[config.mk]
export PLATFORM = sky130hd
export DESIGN_NAME = univ_shift_seq_flat
export DESIGN_NICKNAME = d
export VERILOG_FILES = /design/src/rtl/univ_shift_seq_if.sv /design/src/rtl/univ_shift_seq.sv /design/src/flat_wrapper.sv
export SDC_FILE = /design/constraint.sdc
export NUM_CORES = 1
export LEC_CHECK = 0
export BUFFER_PORTS_ARGS = -buffer_cell sky130_fd_sc_hd__buf_4
export CAP_MARGIN = 20
export CORE_UTILIZATION = 40
export DETAILED_ROUTE_END_ITERATION = 6
export PLACE_DENSITY = 0.66
export SLEW_MARGIN = 10
export SYNTH_ARGS = -nofsm -noshare
export SYNTH_HDL_FRONTEND = slang
export SYNTH_SLANG_ARGS = --single-unit
[constraint.sdc]
create_clock -name CLK -period 7.1 [get_ports CLK]
set_input_delay 1.775 -clock CLK [delete_from_list [all_inputs] [get_ports CLK]]
set_output_delay 1.775 -clock CLK [all_outputs]
set_load 0.1 [all_outputs]
[src/rtl/univ_shift_seq_if.sv]
// rtl/univ_shift_seq_if.sv - control/data bundle for the universal shift/sequence register
// The master side drives steps and data; the slave side is the register itself.
interface univ_shift_seq_if #(
  parameter int WIDTH = 8
);
  logic             EN;
  logic [2:0]       MODE;
  logic             DSR;
  logic             DSL;
  logic [WIDTH-1:0] D;
  logic [WIDTH-1:0] Q;
  logic             SO_R;
  logic             SO_L;
  logic             WRAP;
  logic             SEQ_ERR;

  modport master (
    output EN, MODE, DSR, DSL, D,
    input  Q, SO_R, SO_L, WRAP, SEQ_ERR
  );

  modport slave (
    input  EN, MODE, DSR, DSL, D,
    output Q, SO_R, SO_L, WRAP, SEQ_ERR
  );
endinterface

[src/rtl/univ_shift_seq.sv]
// rtl/univ_shift_seq.sv - WIDTH-bit 194-style shift register with self-correcting ring/Johnson modes
// WRAP and SEQ_ERR are registered alongside Q so all three describe the same step.
module univ_shift_seq #(
  parameter int               WIDTH     = 8,
  parameter logic [WIDTH-1:0] RESET_VAL = '0
) (
  input  logic          CLK,
  input  logic          CLRn,
  univ_shift_seq_if.slave bus
);
  typedef enum logic [2:0] {
    M_HOLD  = 3'b000,
    M_SHR   = 3'b001,
    M_SHL   = 3'b010,
    M_LOAD  = 3'b011,
    M_RINGR = 3'b100,
    M_RINGL = 3'b101,
    M_JOHNR = 3'b110,
    M_JOHNL = 3'b111
  } mode_e;

  localparam logic [WIDTH-1:0] RING_START = {{(WIDTH-1){1'b0}}, 1'b1};

  logic [WIDTH-1:0] q_r;
  logic             wrap_r;
  logic             err_r;
  logic [WIDTH-1:0] q_nxt;
  logic             wrap_nxt;
  logic             err_nxt;
  logic [WIDTH-2:0] edges;
  logic             ring_ok;
  logic             john_ok;
  mode_e            mode;

  assign mode  = mode_e'(bus.MODE);
  // A legal Johnson word has at most one boundary between adjacent bits.
  assign edges   = q_r[WIDTH-2:0] ^ q_r[WIDTH-1:1];
  assign john_ok = (edges & (edges - 1'b1)) == '0;
  assign ring_ok = (q_r != '0) && ((q_r & (q_r - 1'b1)) == '0);

  always_comb begin
    q_nxt    = q_r;
    wrap_nxt = 1'b0;
    err_nxt  = 1'b0;
    if (bus.EN) begin
      unique case (mode)
        M_HOLD: q_nxt = q_r;
        M_SHR:  q_nxt = {bus.DSR, q_r[WIDTH-1:1]};
        M_SHL:  q_nxt = {q_r[WIDTH-2:0], bus.DSL};
        M_LOAD: q_nxt = bus.D;
        M_RINGR, M_RINGL: begin
          if (!ring_ok) begin
            q_nxt   = RING_START;
            err_nxt = 1'b1;
          end else begin
            q_nxt    = (mode == M_RINGR) ? {q_r[0], q_r[WIDTH-1:1]}
                                         : {q_r[WIDTH-2:0], q_r[WIDTH-1]};
            wrap_nxt = (q_nxt == RING_START);
          end
        end
        M_JOHNR, M_JOHNL: begin
          if (!john_ok) begin
            q_nxt   = '0;
            err_nxt = 1'b1;
          end else begin
            q_nxt    = (mode == M_JOHNR) ? {~q_r[0], q_r[WIDTH-1:1]}
                                         : {q_r[WIDTH-2:0], ~q_r[WIDTH-1]};
            wrap_nxt = (q_nxt == '0);
          end
        end
        default: q_nxt = q_r;
      endcase
    end
  end

  always_ff @(posedge CLK or negedge CLRn) begin
    if (!CLRn) begin
      q_r    <= RESET_VAL;
      wrap_r <= 1'b0;
      err_r  <= 1'b0;
    end else begin
      q_r    <= q_nxt;
      wrap_r <= wrap_nxt;
      err_r  <= err_nxt;
    end
  end

  assign bus.Q       = q_r;
  assign bus.SO_R    = q_r[0];
  assign bus.SO_L    = q_r[WIDTH-1];
  assign bus.WRAP    = wrap_r;
  assign bus.SEQ_ERR = err_r;
endmodule

[src/flat_wrapper.sv]
// flat-port wrapper written by rule: the top's interface ports become plain ports
module univ_shift_seq_flat 
#(
  parameter int               WIDTH     = 8,
  parameter logic [WIDTH-1:0] RESET_VAL = '0
)
  (CLK, CLRn, bus_EN, bus_MODE, bus_DSR, bus_DSL, bus_D, bus_Q, bus_SO_R, bus_SO_L, bus_WRAP, bus_SEQ_ERR);
  univ_shift_seq_if #(.WIDTH(WIDTH)) bus_i ();
  input  logic CLK;
  input  logic CLRn;
  input wire logic [$bits(bus_i.EN)-1:0] bus_EN;
  input wire logic [$bits(bus_i.MODE)-1:0] bus_MODE;
  input wire logic [$bits(bus_i.DSR)-1:0] bus_DSR;
  input wire logic [$bits(bus_i.DSL)-1:0] bus_DSL;
  input wire logic [$bits(bus_i.D)-1:0] bus_D;
  output wire logic [$bits(bus_i.Q)-1:0] bus_Q;
  output wire logic [$bits(bus_i.SO_R)-1:0] bus_SO_R;
  output wire logic [$bits(bus_i.SO_L)-1:0] bus_SO_L;
  output wire logic [$bits(bus_i.WRAP)-1:0] bus_WRAP;
  output wire logic [$bits(bus_i.SEQ_ERR)-1:0] bus_SEQ_ERR;
  assign bus_i.EN = bus_EN;
  assign bus_i.MODE = bus_MODE;
  assign bus_i.DSR = bus_DSR;
  assign bus_i.DSL = bus_DSL;
  assign bus_i.D = bus_D;
  assign bus_Q = bus_i.Q;
  assign bus_SO_R = bus_i.SO_R;
  assign bus_SO_L = bus_i.SO_L;
  assign bus_WRAP = bus_i.WRAP;
  assign bus_SEQ_ERR = bus_i.SEQ_ERR;
  univ_shift_seq #(.WIDTH(WIDTH), .RESET_VAL(RESET_VAL)) u_core (.CLK(CLK), .CLRn(CLRn), .bus(bus_i));
endmodule
* Yosys cells after proc, flatten, opt, wreduce, memory -nomap -nowiden *
Index checks and enable logic that the tools add are counted.

storage, ports and cells
  flip-flop bits (word level) = 10
  bits in read-only memories = 0
  bits in latches = 0
  memory bits (writable) = 0
  output and inout port bits = 12
  logic and storage cells = 41
  input bits = 16
  memories = 0

cells by class
  add/sub/neg operators = 2
  bitwise gates (word level) = 6
  shift-type cells = 0
  divide/modulo/power cells = 0
  $mul = 0
  $lt $le $gt $ge = 0
  reduce and logical (&&, ||, !) cells = 9
  eq/ne operators = 8
  muxes and demuxes = 13

operators by type and width
  operator                                              number
  case mux 8 bit (5 select lines)                       1
  2-to-1 mux 8 bit                                      4
  zero test 8 bit                                       2
  equality test 3 bit (second input constant)           4
  AND 8 bit                                             1
  equality test 8 x 1 -> 1 bit (second input constant)  1
  nonzero test 8 bit                                    1
  subtractor 8 x 1 -> 8 bit (second input constant)     1
  AND 7 bit                                             1
  zero test 7 bit                                       1
  subtractor 7 x 1 -> 7 bit (second input constant)     1
  XOR 7 bit                                             1
  equality test 3 x 2 -> 1 bit (second input constant)  2
  2-to-1 mux 1 bit                                      6
  case mux 1 bit (2 select lines)                       2
  OR reduction 2 bit                                    2
  equality test 3 x 1 -> 1 bit (second input constant)  1
  zero test 3 bit                                       1
  inverter 1 bit                                        3
  AND reduction 2 bit                                   1
  logical AND 1 bit                                     1

* Longest topological paths before layout *
Gate-level depths: netlist of the first run.

  depth after elaboration = 7
  mapped depth = 9
  mapped depth without buffers = 7

* Least setup slack after synthesis of the first run *
No wires, ideal clock.

  kind = register to output
  start point = register u_core.q_r[0] (netlist: u_core.bus.Q[0])
  end point = output bus_Q[0]
  slack = 3,885 ps
  stages on the path, launching flop included = 2
  arrival = 1,440 ps
  path buffers = 1
  required time = 5,325 ps
  cell sequence = dfrtp_1 buf_4

RTL lines
  element                 RTL line              text
  start, declared         univ_shift_seq.sv:24  logic [WIDTH-1:0] q_r;
  start signal, assigned  univ_shift_seq.sv:82  q_r <= q_nxt;
  end, declared           flat_wrapper.sv:16    output wire logic [$bits(bus_i.Q)-1:0] bus_Q;

No word-level cell between the ends.

* Worst setup path in the final report of the first run *
  start point = input bus_MODE[1]
  end point = register u_core.q_r[7] (netlist: u_core.bus.Q[7])

between the ends
  word-level cells in the longest chain between the ends = 4
  elaborated cells on any way between the ends = 17

ends and longest elaborated chain
  element                                        RTL line                                                          text
  start, declared                                flat_wrapper.sv:12                                                input wire logic [$bits(bus_i.MODE)-1:0] bus_MODE;
  equality test 3 bit, on equally long branches  univ_shift_seq.sv:46, univ_shift_seq.sv:66, univ_shift_seq.sv:56
  2-to-1 mux 8 bit, on equally long branches     univ_shift_seq.sv:66, univ_shift_seq.sv:56
  2-to-1 mux 8 bit, on equally long branches     univ_shift_seq.sv:62, univ_shift_seq.sv:52
  case mux 8 bit (5 select lines)                univ_shift_seq.sv:46                                              unique case (mode)

Several ways; a longest one is shown, not always the timed one.
A chain may end at the register's enable or synchronous reset.

==> impl_results.md, run 1 <==
* Detail Route Antenna Nets at 0
* Initial antenna violation count at 0
* Post-synthesis compound-gate area fraction at approximately a third
* Max Fclk at 318 MHz
* CTS Buffer Depth at 2
* Crit Path Class: in -> reg
* Xor and xnor area share after synthesis at 0%
* Asr flop ratio synth at 100%
* Final hold violation count at 0
* Data required time of the critical path at between 7 and 8 ns
* # DRC at 0
* Post-synth top area cell: dfrtp_1
* Layout Nets at between 200 and 250
* Synth top area share at around a fifth
* Fillers at just under 300
* Synthesis-to-finish area growth at 17.2%
* Crit path launch type: primary input
* Placeable Area at 3030 µm²
* WL per Instance at about 15 µm
* Die ar. at between 3000 and 4000 µm²
* Slowest stage cell, crit path: nor2b_1
* Number of port buffers at 27
* Storage element area at ~250 µm²
* Rows at 20
* EDFF count, synth at 0
* CTS H-tree lvls at 1
* Setup repair bufs after CTS at 0
* Part of the cycle the worst path needs at roughly 44%
* Cell variety after synth at 39
* Largest delay share family, worst path: simple AND/OR/NAND/NOR gates
* # clock sinks at 10
* # resized after CTS at 0
* CP cell instances: buf_4 -> nor2b_1 -> o21ai_0 -> a21oi_1 -> a221oi_2
* Final setup fails at 0
* Leakage power at roughly 0.66 nW
* Num CTS Buffers at 3
* Yosys reg bits at 10
* Mux share of post-synthesis cell area at 3.93%
* Syn. warnings at 0
* Share of layout cells above drive strength 1 at 20.4%
* GP Congestion at between 0.8 and 0.9
* Footprint of the multi-input gates at between 900 and 1000 µm²
* Gr ovfl total at 0
* Power Density at ~220 nW/µm²
* Arr. time, crit path at ~3.3 ns
* Status: completed
* Clk_skew at between 0.004 and 0.005 ns
* Setup WS pre-CTS at roughly 3.7 ns
* Largest family of logic cells by synthesized area: compound AO/OA/AOI/OAI gates
* CTS Hold Bufs at 0
* Max-Cap Viols at 0
* Register area share after synthesis at between 10% and 20%
* Hold Crit Class: reg -> reg
* Cell count after synthesis at around 180
* Worst Max-Slew Pin Slew at between 1 and 1.5 ns
* First-pass GRT wire length at between 5 and 6 mm
* Ys flop type: dfrtp_1
* First DRT Iteration DRCs at 46
* RSZ-0062 raised after global routing: no
* Post-Syn Area at roughly 1300 µm²
* Crit path time final at between 3 and 4 ns
* Worst setup EP type: flip-flop
* DPL Wire Length at 2.60 mm
* Synthesized area per cell at just over 7 µm²
* Max stage delay on crit path at approximately 0.75 ns
* Setup WS post-layout at 3.95 ns
* Post-DR vias/cell at ~5.8
* Die Wd at about 60 µm
* Die height at ~58 µm
* CTS tree: yes
* Post-Synth Adder-Cell Area at between 10 and 15%
* Vias in the first global route at roughly 1300
* Register-to-register setup slack at between 4 and 5 ns
* Worst-Skew Late Latency at between 0.2 and 0.3 ns
* Largest net degree at the start of global routing at 29
* Post-synthesis simple-gate area fraction at between 20% and 30%
* Buffers & Inverters on Critical Path at 1
* DR pass1 iterations at 4
* Slew Limit Fails at 0
* Final setup TNS at 0 ns
* Peak VDD IR at about 0.000063 V
* Synthesized Nets at around 200
* Vias at 1370
* Main area contributors after synthesis: dfrtp_1 (20%), ha_1 (11%), nand2_1 (8.0%)
* CTS root buf: clkbuf_4
* Post-Route WL at 3.60 mm
* GRT Overall Usage at 22.9%
* Crit-path max FO at 24
* N_diodes at 0
* Slew HR at roughly 33%
* Reg clk slew, reported paths at 0.07 ns
* Io pins at 28
* Starting Density at a little over two fifths
[logic make-up (layout without fill, tap and decap cells)]
logic type / Yosys count / count (layout)
muxes: 5 / 5
AOI/OAI and AO/OA: 60 / 60
adders and majority gates: 11 / 11
and+or+nand+nor: 63 / 63
DFF: 10 / 10
buffers and inverters: 26 / 42
[state kept, by name (all words and copies together) (netlist names)]
name                cells
u_core.bus.Q            8
u_core.bus.SEQ_ERR      1
u_core.bus.WRAP         1
[per-layer routing]
layer,wire length (µm),vias up,share of wire [%],track usage [%]
li1,-,672,-,-
met3,201,2,5.6,3.30
met5,0,-,0,1.59
met2,1780,55,49,39.1
met1,1600,641,45,28.2
met4,17,0,0.47,10.9
[stage by stage]
step / total power [mW] / utilization [%] / hold slack, ns / std cells / area (µm²)
5_1_grt: 0.349 / 49.3 / 0.727 / 235 / 1490
2_1_floorplan: 0.232 / - / 1.06 / 175 / 1270
3_5_place_dp: 0.275 / 48.1 / 0.652 / 231 / 1460
6_report: 0.329 / 49.3 / 0.671 / 235 / 1490
4_1_cts: 0.327 / 49.3 / 0.662 / 235 / 1490
3_3_place_gp: 0.272 / 48.1 / 0.659 / 231 / 1460
[power breakdown]
part           switching (mW)  internal [mW]
Clock                  0.0220         0.0312
Combinational           0.136         0.0563
Sequential             0.0199         0.0638
[final timing paths]
path                                        startpoint                          end  cells past startpoint
max                                        bus_MODE[1]  u_core.bus.Q[7]$_DFFE_PN0P_                      5
min                        u_core.bus.Q[2]$_DFFE_PN0P_  u_core.bus.Q[2]$_DFFE_PN0P_                      2
max reg2reg                u_core.bus.Q[0]$_DFFE_PN0P_  u_core.bus.Q[7]$_DFFE_PN0P_                      7
min reg2reg                u_core.bus.Q[2]$_DFFE_PN0P_  u_core.bus.Q[2]$_DFFE_PN0P_                      2
max in group asynchronous                         CLRn  u_core.bus.Q[7]$_DFFE_PN0P_                      1
min in group asynchronous                         CLRn    u_core.bus.WRAP$_DFF_PN0_                      1
[Yosys cell counts (all sizes together), types with 2 or more instances]
cell type   n
nand2b      3
o221ai      2
o211ai      2
nor2b       5
dfrtp      10
and3        2
nand4       4
a211o       3
nand3       3
nor2       13
mux2i       5
a211oi      6
a221oi      2
nand2      27
a21oi      10
a31oi      10
ha         11
buf        10
inv        11
nor3        2
clkbuf      5
or4         2
o21ai      17
[worst reg2reg max path, cell delays in order, from the launching register on]
cell      delay [ns]
dfrtp_1         0.54
inv_1           0.21
ha_1            0.37
or4_4           0.55
a211o_1         0.35
a21oi_4         0.30
a21oi_1         0.13
a221oi_2        0.23
[placed cells by master (no fill, tap or decap), types with 2 or more instances in the layout]
cell,count
nand2_1,27
buf_4,27
o21ai_0,17
nor2_1,13
ha_1,11
inv_1,10
a31oi_1,10
dfrtp_1,10
a21oi_1,9
a211oi_1,6
nor2b_1,5
mux2i_1,5
nand4_1,4
nand2b_1,3
nand3_1,3
clkbuf_4,3
o221ai_1,2
a211o_1,2
o211ai_1,2
nor3_1,2
and3_1,2
a221oi_2,2
[layout make-up]
class / count / share of cell area [%]
flip-flops and latches: 10 / 16.8
well taps: 44 / 3.69
inverters: 11 / 2.77
clock buffers: 4 / 2.43
multi-input cells: 139 / 60.7
repair buffers: 27 / 13.6
(Power assumes the default switching activity.)
==> inputs of run 2 (changes only) <==
- PLACE_DENSITY: 0.66 -> 0.68
- clock period: 7.1 -> 2.5 ns (I/O delays scaled with it)
==> run 2 against run 1 <==
Compared with the run above: clock skew decreased by 0.0027 ns; critical path depth increased by 2; routed wire length increased by 18%; largest cell class unchanged; highest routed layer unchanged; clock power increased to 3.1 times the previous value; critical path type is now reg -> reg; sequential share of layout area decreased by 0.24 points.
==> impl_results.md, run 2 (synthesis gave the netlist of run 1 again) <==
* Power Density at 631 nW/µm²
* Die height at 58.4 µm
* Crit path launch type: flip-flop
* Crit-path max FO at 6
* Final setup fails at 0
* Arr. time, crit path at about 2.7 ns
* GRT Overall Usage at between 20% and 30%
* Footprint of the multi-input gates at 948 µm²
* Setup repair bufs after CTS at 0
* Detail Route Antenna Nets at 0
* Storage element area at approximately 270 µm²
* WL per Instance at approximately 17 µm
* Slew HR at 49.8%
* Die Wd at 58.4 µm
* Worst-Skew Late Latency at about 0.29 ns
* Vias in the first global route at approximately 1300
* N_diodes at 0
* Status: completed
* # clock sinks at 10
* Most frequent cells in the layout: buf_4 (39), nand2_1 (27), o21ai_0 (17), nor2_1 (13), ha_1 (11)
* Clk_skew at roughly 0.0019 ns
* DPL Wire Length at between 2 and 3 mm
* Part of the cycle the worst path needs at 98.4%
* Max Fclk at between 400 and 500 MHz
* Slew Limit Fails at 0
* Sw Pwr at 0.557 mW
* Comb pwr share at between 60% and 70%
* Rows at 20
* GP Congestion at around 0.93
* Leakage power at 0.713 nW
* Max reg flops at 8
* CTS tree: yes
* CTS Buffer Depth at 2
* Clock share of power at between 10% and 20%
* Fin area at 1650 µm²
* Crit path time final at around 2.5 ns
* CP cell instances: inv_4 -> ha_1 -> or4_4 -> a211o_4 -> a21oi_4 -> a21oi_1 -> a221oi_2
* Switching Share at 53.5%
* First-pass GRT wire length at 6.71 mm
* Gr ovfl total at 0
* Number of port buffers at 27
* RSZ-0062 raised after global routing: yes
* Starting Density at between 40% and 50%
* Num CTS Buffers at 3
* Initial antenna violation count at 0
* Cell Int Power at a little under 0.5 mW
* Dpl cell area at between 1500 and 2000 µm²
* Io pins at 28
* Peak VDD IR at 0.000180 V
* DR pass1 iterations at 4
* CTS root buf: clkbuf_4
* Crit Path Class: reg -> reg
* Post-DR vias/cell at 6.02
* CTS H-tree lvls at 1
* Reg clk slew, reported paths at 0.09 ns
* Post-Route WL at 4.25 mm
* Worst Max-Slew Pin Slew at between 0.7 and 0.8 ns
* Buffers & Inverters on Critical Path at 1
* Seq pwr share at between 20% and 30%
* Layout Nets at ~230
* Largest net degree at the start of global routing at 23
* Placed insts at 243
* Share of layout cells above drive strength 1 at about a third
* # DRC at 0
* First DRT Iteration DRCs at ~100
* Largest delay share family, worst path: compound AO/OA/AOI/OAI gates
* Hold Crit Class: in -> async
* Vias at between 1000 and 1500
* Final hold violation count at 0
* Die ar. at 3410 µm²
* Slowest stage cell, crit path: or4_4
* Most common cell after layout, fill and taps aside: buf_4
* Max stage delay on crit path at ~0.55 ns
* Synthesis-to-finish area growth at 29.6%
* Max-Cap Viols at 0
* Post-Layout Cell Count at 248
* Min Hold Slack at around 0.16 ns
* Fillers at 282
* Placeable Area at just over 3000 µm²
* Data required time of the critical path at approximately 2.7 ns
* Worst setup EP type: flip-flop
## run 2: cell count changes in the layout (fill, tap and decap cells not counted), moves of 2 or more
cell     before  now
inv_1        10    6
dfrtp_1      10    2
buf_4        27   39
a31oi_2       0    2
inv_2         1    4
a21oi_2       0    2
dfrtp_2       0    3
a31oi_1      10    8
dfrtp_4       0    5
## run 2: metal layers
layer	vias to the layer above	wire length [µm]	track usage (%)
met5	-	0	0
met4	0	173	10.5
met3	19	400	4.40
met2	91	1920	41.9
met1	688	1760	35.3
li1	696	-	-
## run 2: timing repair
item / in CTS / in global routing
gates resized for setup: 0 / 5
setup endpoints to repair: 0 / 4
endpoints found under the hold margin: 0 / 0
hold buffers: 0 / 0
## run 2: worst paths after layout
check | from | end | slack, ns | cells past startpoint
max in group asynchronous | CLRn | u_core.bus.Q[0]$_DFFE_PN0P_ | 2.17 | 1
worst min register to register | u_core.bus.Q[0]$_DFFE_PN0P_ | u_core.bus.WRAP$_DFF_PN0_ | 0.64 | 3
worst min-delay path | CLRn | u_core.bus.WRAP$_DFF_PN0_ | 0.16 | 1
worst max-delay path | u_core.bus.Q[0]$_DFFE_PN0P_ | u_core.bus.Q[5]$_DFFE_PN0P_ | 0.04 | 7
min in group CLK | bus_EN | u_core.bus.SEQ_ERR$_DFF_PN0_ | 0.62 | 2
worst max register to register | u_core.bus.Q[0]$_DFFE_PN0P_ | u_core.bus.Q[5]$_DFFE_PN0P_ | 0.04 | 7
## run 2: power groups by stage
stage / logic [mW] / registers [mW] / clock network [mW]
after global routing: 0.707 / 0.213 / 0.170
after global placement: 0.625 / 0.213 / 0
after detailed placement: 0.633 / 0.213 / 0
final: 0.664 / 0.210 / 0.167
after floorplan: 0.303 / 0.376 / 0
after CTS: 0.637 / 0.209 / 0.161
## run 2: area by class of cell
| cell class | instances | area share [%] |
|---|---|---|
| timing repair buffer | 39 | 17.8 |
| clock buffer | 4 | 2.20 |
| sequential | 10 | 16.5 |
| tap | 44 | 3.34 |
| multi-input combinational | 140 | 57.5 |
| inverter | 11 | 2.66 |
## run 2: stage by stage
stage / setup slack (ns) / util [%] / total power [mW] / TNS (ns)
floorplan: 0.000133 / - / 0.679 / 0
detailed placement: 0.0617 / 52.1 / 0.846 / 0
CTS: 0.0229 / 53.3 / 1.01 / 0
global placement: 0.114 / 52.1 / 0.838 / 0
finish: 0.0399 / 54.5 / 1.04 / 0
global route: -0.0333 / 54.5 / 1.09 / -0.0651
